===== src/rtl/uart_pkg.sv =====
// uart_pkg: constants and state encoding shared by the UART transmitter and receiver
package uart_pkg;
  typedef enum logic [2:0] {IDLE, START, DATA, PARITY, STOP} uart_state_e;
  localparam int UART_DATA_W = 8;
  localparam int UART_FRAME_BITS = 11;
  localparam int DEFAULT_CLKS_PER_BIT = 40;
endpackage


===== src/rtl/uart_tx_bit_timer.sv =====
// uart_tx_bit_timer: counts clocks within one serial bit period and flags its last clock
module uart_tx_bit_timer #(
  parameter int CLKS_PER_BIT = 40
) (
  input  logic clk,
  input  logic reset,
  input  logic restart,
  output logic bit_end
);
  localparam int CNT_W = $clog2(CLKS_PER_BIT);
  localparam logic [CNT_W-1:0] LAST = CNT_W'(CLKS_PER_BIT - 1);
  logic [CNT_W-1:0] clk_cnt;
  assign bit_end = (clk_cnt == LAST);
  // clock counter wraps at each bit end so consecutive bits never drift
  always_ff @(posedge clk)
    if (!reset || restart) clk_cnt <= '0;
    else clk_cnt <= bit_end ? '0 : clk_cnt + 1'b1;
endmodule


===== src/rtl/uart_transmitter.sv =====
// uart_transmitter: 8N-odd/even-parity-1 UART transmitter with a one-word holding register
module uart_transmitter
  import uart_pkg::*;
#(
  parameter int CLKS_PER_BIT = DEFAULT_CLKS_PER_BIT,
  parameter bit PARITY_ODD = 1'b1
) (
  input  logic                   clk,
  input  logic                   reset,
  input  logic [UART_DATA_W-1:0] tx_data,
  input  logic                   tx_valid,
  output logic                   tx_ready,
  output logic                   tx,
  output logic                   busy,
  output logic                   done
);
  uart_state_e state, state_n;
  logic [UART_DATA_W-1:0] hold_data, shift, shift_n;
  logic [2:0] bit_idx, bit_idx_n;
  logic hold_full, par, par_n, load, bit_end, tx_n;
  assign tx_ready = ~hold_full;
  assign busy = (state != IDLE);
  assign done = (state == STOP) && bit_end;
  // the counter sits at 0 in IDLE; all other state changes land on a bit end where it wraps anyway
  uart_tx_bit_timer #(.CLKS_PER_BIT(CLKS_PER_BIT)) u_timer (
    .clk     (clk),
    .reset   (reset),
    .restart (state == IDLE),
    .bit_end (bit_end)
  );
  // next-state logic; the line level is derived from the next state so tx is a true register
  always_comb begin
    state_n = state;
    shift_n = shift;
    bit_idx_n = bit_idx;
    par_n = par;
    load = 1'b0;
    case (state)
      IDLE:   if (hold_full) begin load = 1'b1; state_n = START; end
      START:  if (bit_end) begin state_n = DATA; bit_idx_n = '0; end
      DATA:   if (bit_end) begin
                shift_n = shift >> 1;
                bit_idx_n = bit_idx + 3'd1;
                state_n = (bit_idx == 3'd7) ? PARITY : DATA;
              end
      PARITY: if (bit_end) state_n = STOP;
      STOP:   if (bit_end) begin load = hold_full; state_n = hold_full ? START : IDLE; end
      default: state_n = IDLE;
    endcase
    shift_n = load ? hold_data : shift_n;
    par_n = load ? (PARITY_ODD ? ~^hold_data : ^hold_data) : par_n;
    tx_n = (state_n == START) ? 1'b0 :
           (state_n == DATA)  ? shift_n[0] :
           (state_n == PARITY) ? par_n : 1'b1;
  end
  // FSM, shift register and line register
  always_ff @(posedge clk)
    if (!reset) begin
      state <= IDLE;
      shift <= '0;
      bit_idx <= '0;
      par <= 1'b0;
      tx <= 1'b1;
    end else begin
      state <= state_n;
      shift <= shift_n;
      bit_idx <= bit_idx_n;
      par <= par_n;
      tx <= tx_n;
    end
  // holding register: a load only happens while full, so it never coincides with an accept
  always_ff @(posedge clk)
    if (!reset) begin
      hold_full <= 1'b0;
      hold_data <= '0;
    end else if (load) hold_full <= 1'b0;
    else if (tx_valid && !hold_full) begin
      hold_full <= 1'b1;
      hold_data <= tx_data;
    end
endmodule

===== config.mk =====
export PLATFORM = sky130hd
export DESIGN_NAME = uart_transmitter
export DESIGN_NICKNAME = d
export VERILOG_FILES = /design/src/rtl/uart_pkg.sv /design/src/rtl/uart_tx_bit_timer.sv /design/src/rtl/uart_transmitter.sv
export SDC_FILE = /design/constraint.sdc
export NUM_CORES = 1
export LEC_CHECK = 0
export CAP_MARGIN = 20
export CORE_MARGIN = 1.5
export CORE_UTILIZATION = 50
export DETAILED_ROUTE_END_ITERATION = 10
export HOLD_SLACK_MARGIN = 0.12
export PLACE_DENSITY_LB_ADDON = 0.15
export SKIP_LAST_GASP = 1
export SLEW_MARGIN = 20
export SYNTH_ARGS = -nofsm -noshare
export SYNTH_HDL_FRONTEND = slang
export SYNTH_SLANG_ARGS = --single-unit
export TNS_END_PERCENT = 100

===== constraint.sdc =====
create_clock -name clk -period 1.67 [get_ports clk]
set_input_delay 0.2505 -clock clk [delete_from_list [all_inputs] [get_ports clk]]
set_output_delay 0.2505 -clock clk [all_outputs]
set_load 0.03 [all_outputs]

==> impl_metrics.yaml <==
die:
  coreArea_um2: 2781
  initial_core_util_pct: 53.58
  std_cell_rows: 19
  die_height_um: 57.59
  dieArea_um2: 3317
  num_io_pins: 15
  die_w_um: 57.59
setup_path:
  crit_type: "register to register"
  arrival_ns: 1.88
  critPathMaxFanout: 6
  cp.required_ns: 1.90
  critPathLaunchType: "register"
  worstSetupEndpointType: "register"
sta:
  rsz0062_at_grt: "yes"
  period_share_pct: 98.79
  worst_slew_pin_slew_ns: 0.3430
  min_period_ns: 1.650
  finalClockSkew_ns: 0.01407
  slew_headroom_pct: 77.09
  hold_violations: 0
  max_freq_mhz: 606.1
  hold_slack_ns: 0.4808
  drv_slew: 0
  finalSetupViolCount: 0
  fin_setup_tns_ns: 0
synthesis:
  yosys_register_bits: 31
  synth_cell_types: 39
  ys_seq_area_share_pct: 41.65
  synth_top_area_share_pct: 41.65
  synth_flop_cell: "dfxtp_1"
  synth_edf_count: 0
  syn_nets: 165
  ys_top_cells_by_area: "dfxtp_1 42%, mux2i_1 11%, nor2b_1 5.9%"
  yosysTopAreaCell: "dfxtp_1"
  syn_inst: 151
  ys_warn_count: 0
  syn_area_um2: 1490
  synth.avg_cell_area_um2: 9.869
  ys_async_sr_fraction_pct: 0
final_layout:
  diodes: 0
  final_cell_mix: "25 x dfxtp_1, 18 x buf_4, 17 x mux2i_1, 14 x nand2_1, 14 x nor2b_1"
  drive_above_1_share_pct: 23.12
  final_nets: 199
  fin_area_um2: 1889
  area_growth_pct: 26.78
  fin_cells: 217
  layout_commonest_cell: "dfxtp_1"
global_route:
  antenna_found_initial: 0
  grt-ovfl-total: 0
  grt_pass1_wl_mm: 5.071
  grt_pass1_vias: 1159
  grt_max_degree: 24
  grt_usage_pct: 20.44
clock_tree:
  cts_sinks: 31
  clockBufferDepth: 2
  cts_tree: "done"
  clock-root-buffer: "clkbuf_4"
  clkSlewWorstSetupHoldPaths_ns: 0.10
  cts_made_buffers: 5
  clk_latency_ns: 0.33
  h-tree-depth: 2
power:
  p_leak_nw: 0.8079
  powerDensity_nw_per_um2: 772.5
  totalPowerFinal_mw: 1.459
  ir_worst_vdd_mv: 0.6680
placed_design:
  io_buffers: 14
  place_area_um2: 1729
  place_hpwl_mm: 2.007
  dp_cells: 201
  gp_congestion: 0.7625
drt:
  vias_per_cell: 5.175
  antenna_left: 0
  drc_errors: 0
  drt_iter0_drc: 19
  wl_mm: 2.886
  post_drt_wl_per_cell_um: 13.30
  firstDrtPassIters: 4
  vias: 1123
flow_run:
  drv_cap: 0
min_path:
  min_path_type: "register to register"
status:
  status: "completed"
-- cell type report --
cell class / count / area (um2)
fill: 226 / 892.1
clock buffer: 7 / 45.04
clock inverter: 1 / 5.005
tap: 31 / 38.79
inverter: 5 / 18.77
multi-input combinational: 109 / 845.8
sequential: 31 / 628.1
timing repair buffer: 33 / 307.8
-- stage by stage --
| stage | setup slack, ns | util (%) |
|---|---|---|
| final | 0.02018 | 67.93 |
| after global routing | -0.05381 | 67.93 |
| after CTS | -0.03394 | 65.05 |
| after detailed placement | -0.05262 | 62.17 |
| after global placement | 0.01010 | 62.17 |
| after floorplan | 0.02580 | - |
-- cells by family after synthesis --
logic type,Yosys count,synth area share [%]
simple gates,56,21.66
mux,18,12.17
compound gates,20,11.33
flops,31,41.65
buf+inv,11,3.610
fa+ha+maj,3,2.519
xor+xnor,12,7.053
-- worst paths after layout --
check                                         from   to  slack (ns)  cells past startpoint
worst max-delay path            u_timer.clk_cnt[3]   tx        0.02                      6
worst min-delay path                           par  par        0.48                      2
worst max register to register  u_timer.clk_cnt[3]   tx        0.02                      6
worst min register to register                 par  par        0.48                      2
-- flip-flops by register name (all words and copies together) (netlist names) --
| signal | flops |
|---|---|
| hold_full | 1 |
| shift | 8 |
| hold_data | 8 |
| bit_idx | 3 |
| par | 1 |
| u_timer.clk_cnt | 6 |
| state | 3 |
| tx | 1 |
-- where the power goes --
group | leakage [nW] | internal, mW | switching [mW] | total (mW)
combinational | 0.522 | 0.127 | 0.109 | 0.236
clock | 0.0293 | 0.164 | 0.247 | 0.410
sequential | 0.256 | 0.781 | 0.0323 | 0.813
-- repair_timing --
action / in CTS / in global routing
pin swaps: 5 / 3
hold buffers: 0 / 0
gates resized for setup: 7 / 8
buffers inserted: 3 / 5
gates cloned: 0 / 1
endpoints found under the setup margin: 12 / 14
-- Yosys cell counts, types with 2 or more instances --
library cell / number
a22oi_1: 2
clkbuf_1: 3
a21boi_0: 2
nand3_1: 4
xnor2_1: 10
nor2_1: 12
inv_1: 5
o211a_1: 7
ha_1: 3
nor2b_1: 14
nand2_1: 14
mux2i_1: 17
xor2_1: 2
dfxtp_1: 31
-- worst max-delay path: stages (launching register included) --
cell and delay (ns):
dfxtp_2 0.35, nor3b_4 0.25, nand3_4 0.14, buf_4 0.16, a31o_1 0.23, nand2b_4 0.14
a311o_1 0.27
-- per-layer routing --
| metal | wire length [um] | up-vias | GRT usage [%] |
|---|---|---|---|
| met2 | 1486 | 19 | 35.23 |
| li1 | - | 587 | - |
| met5 | 0 | - | 0 |
| met1 | 1247 | 507 | 23.20 |
| met4 | 61 | 0 | 10.63 |
| met3 | 90 | 10 | 4.989 |
(Power assumes the default switching activity.)
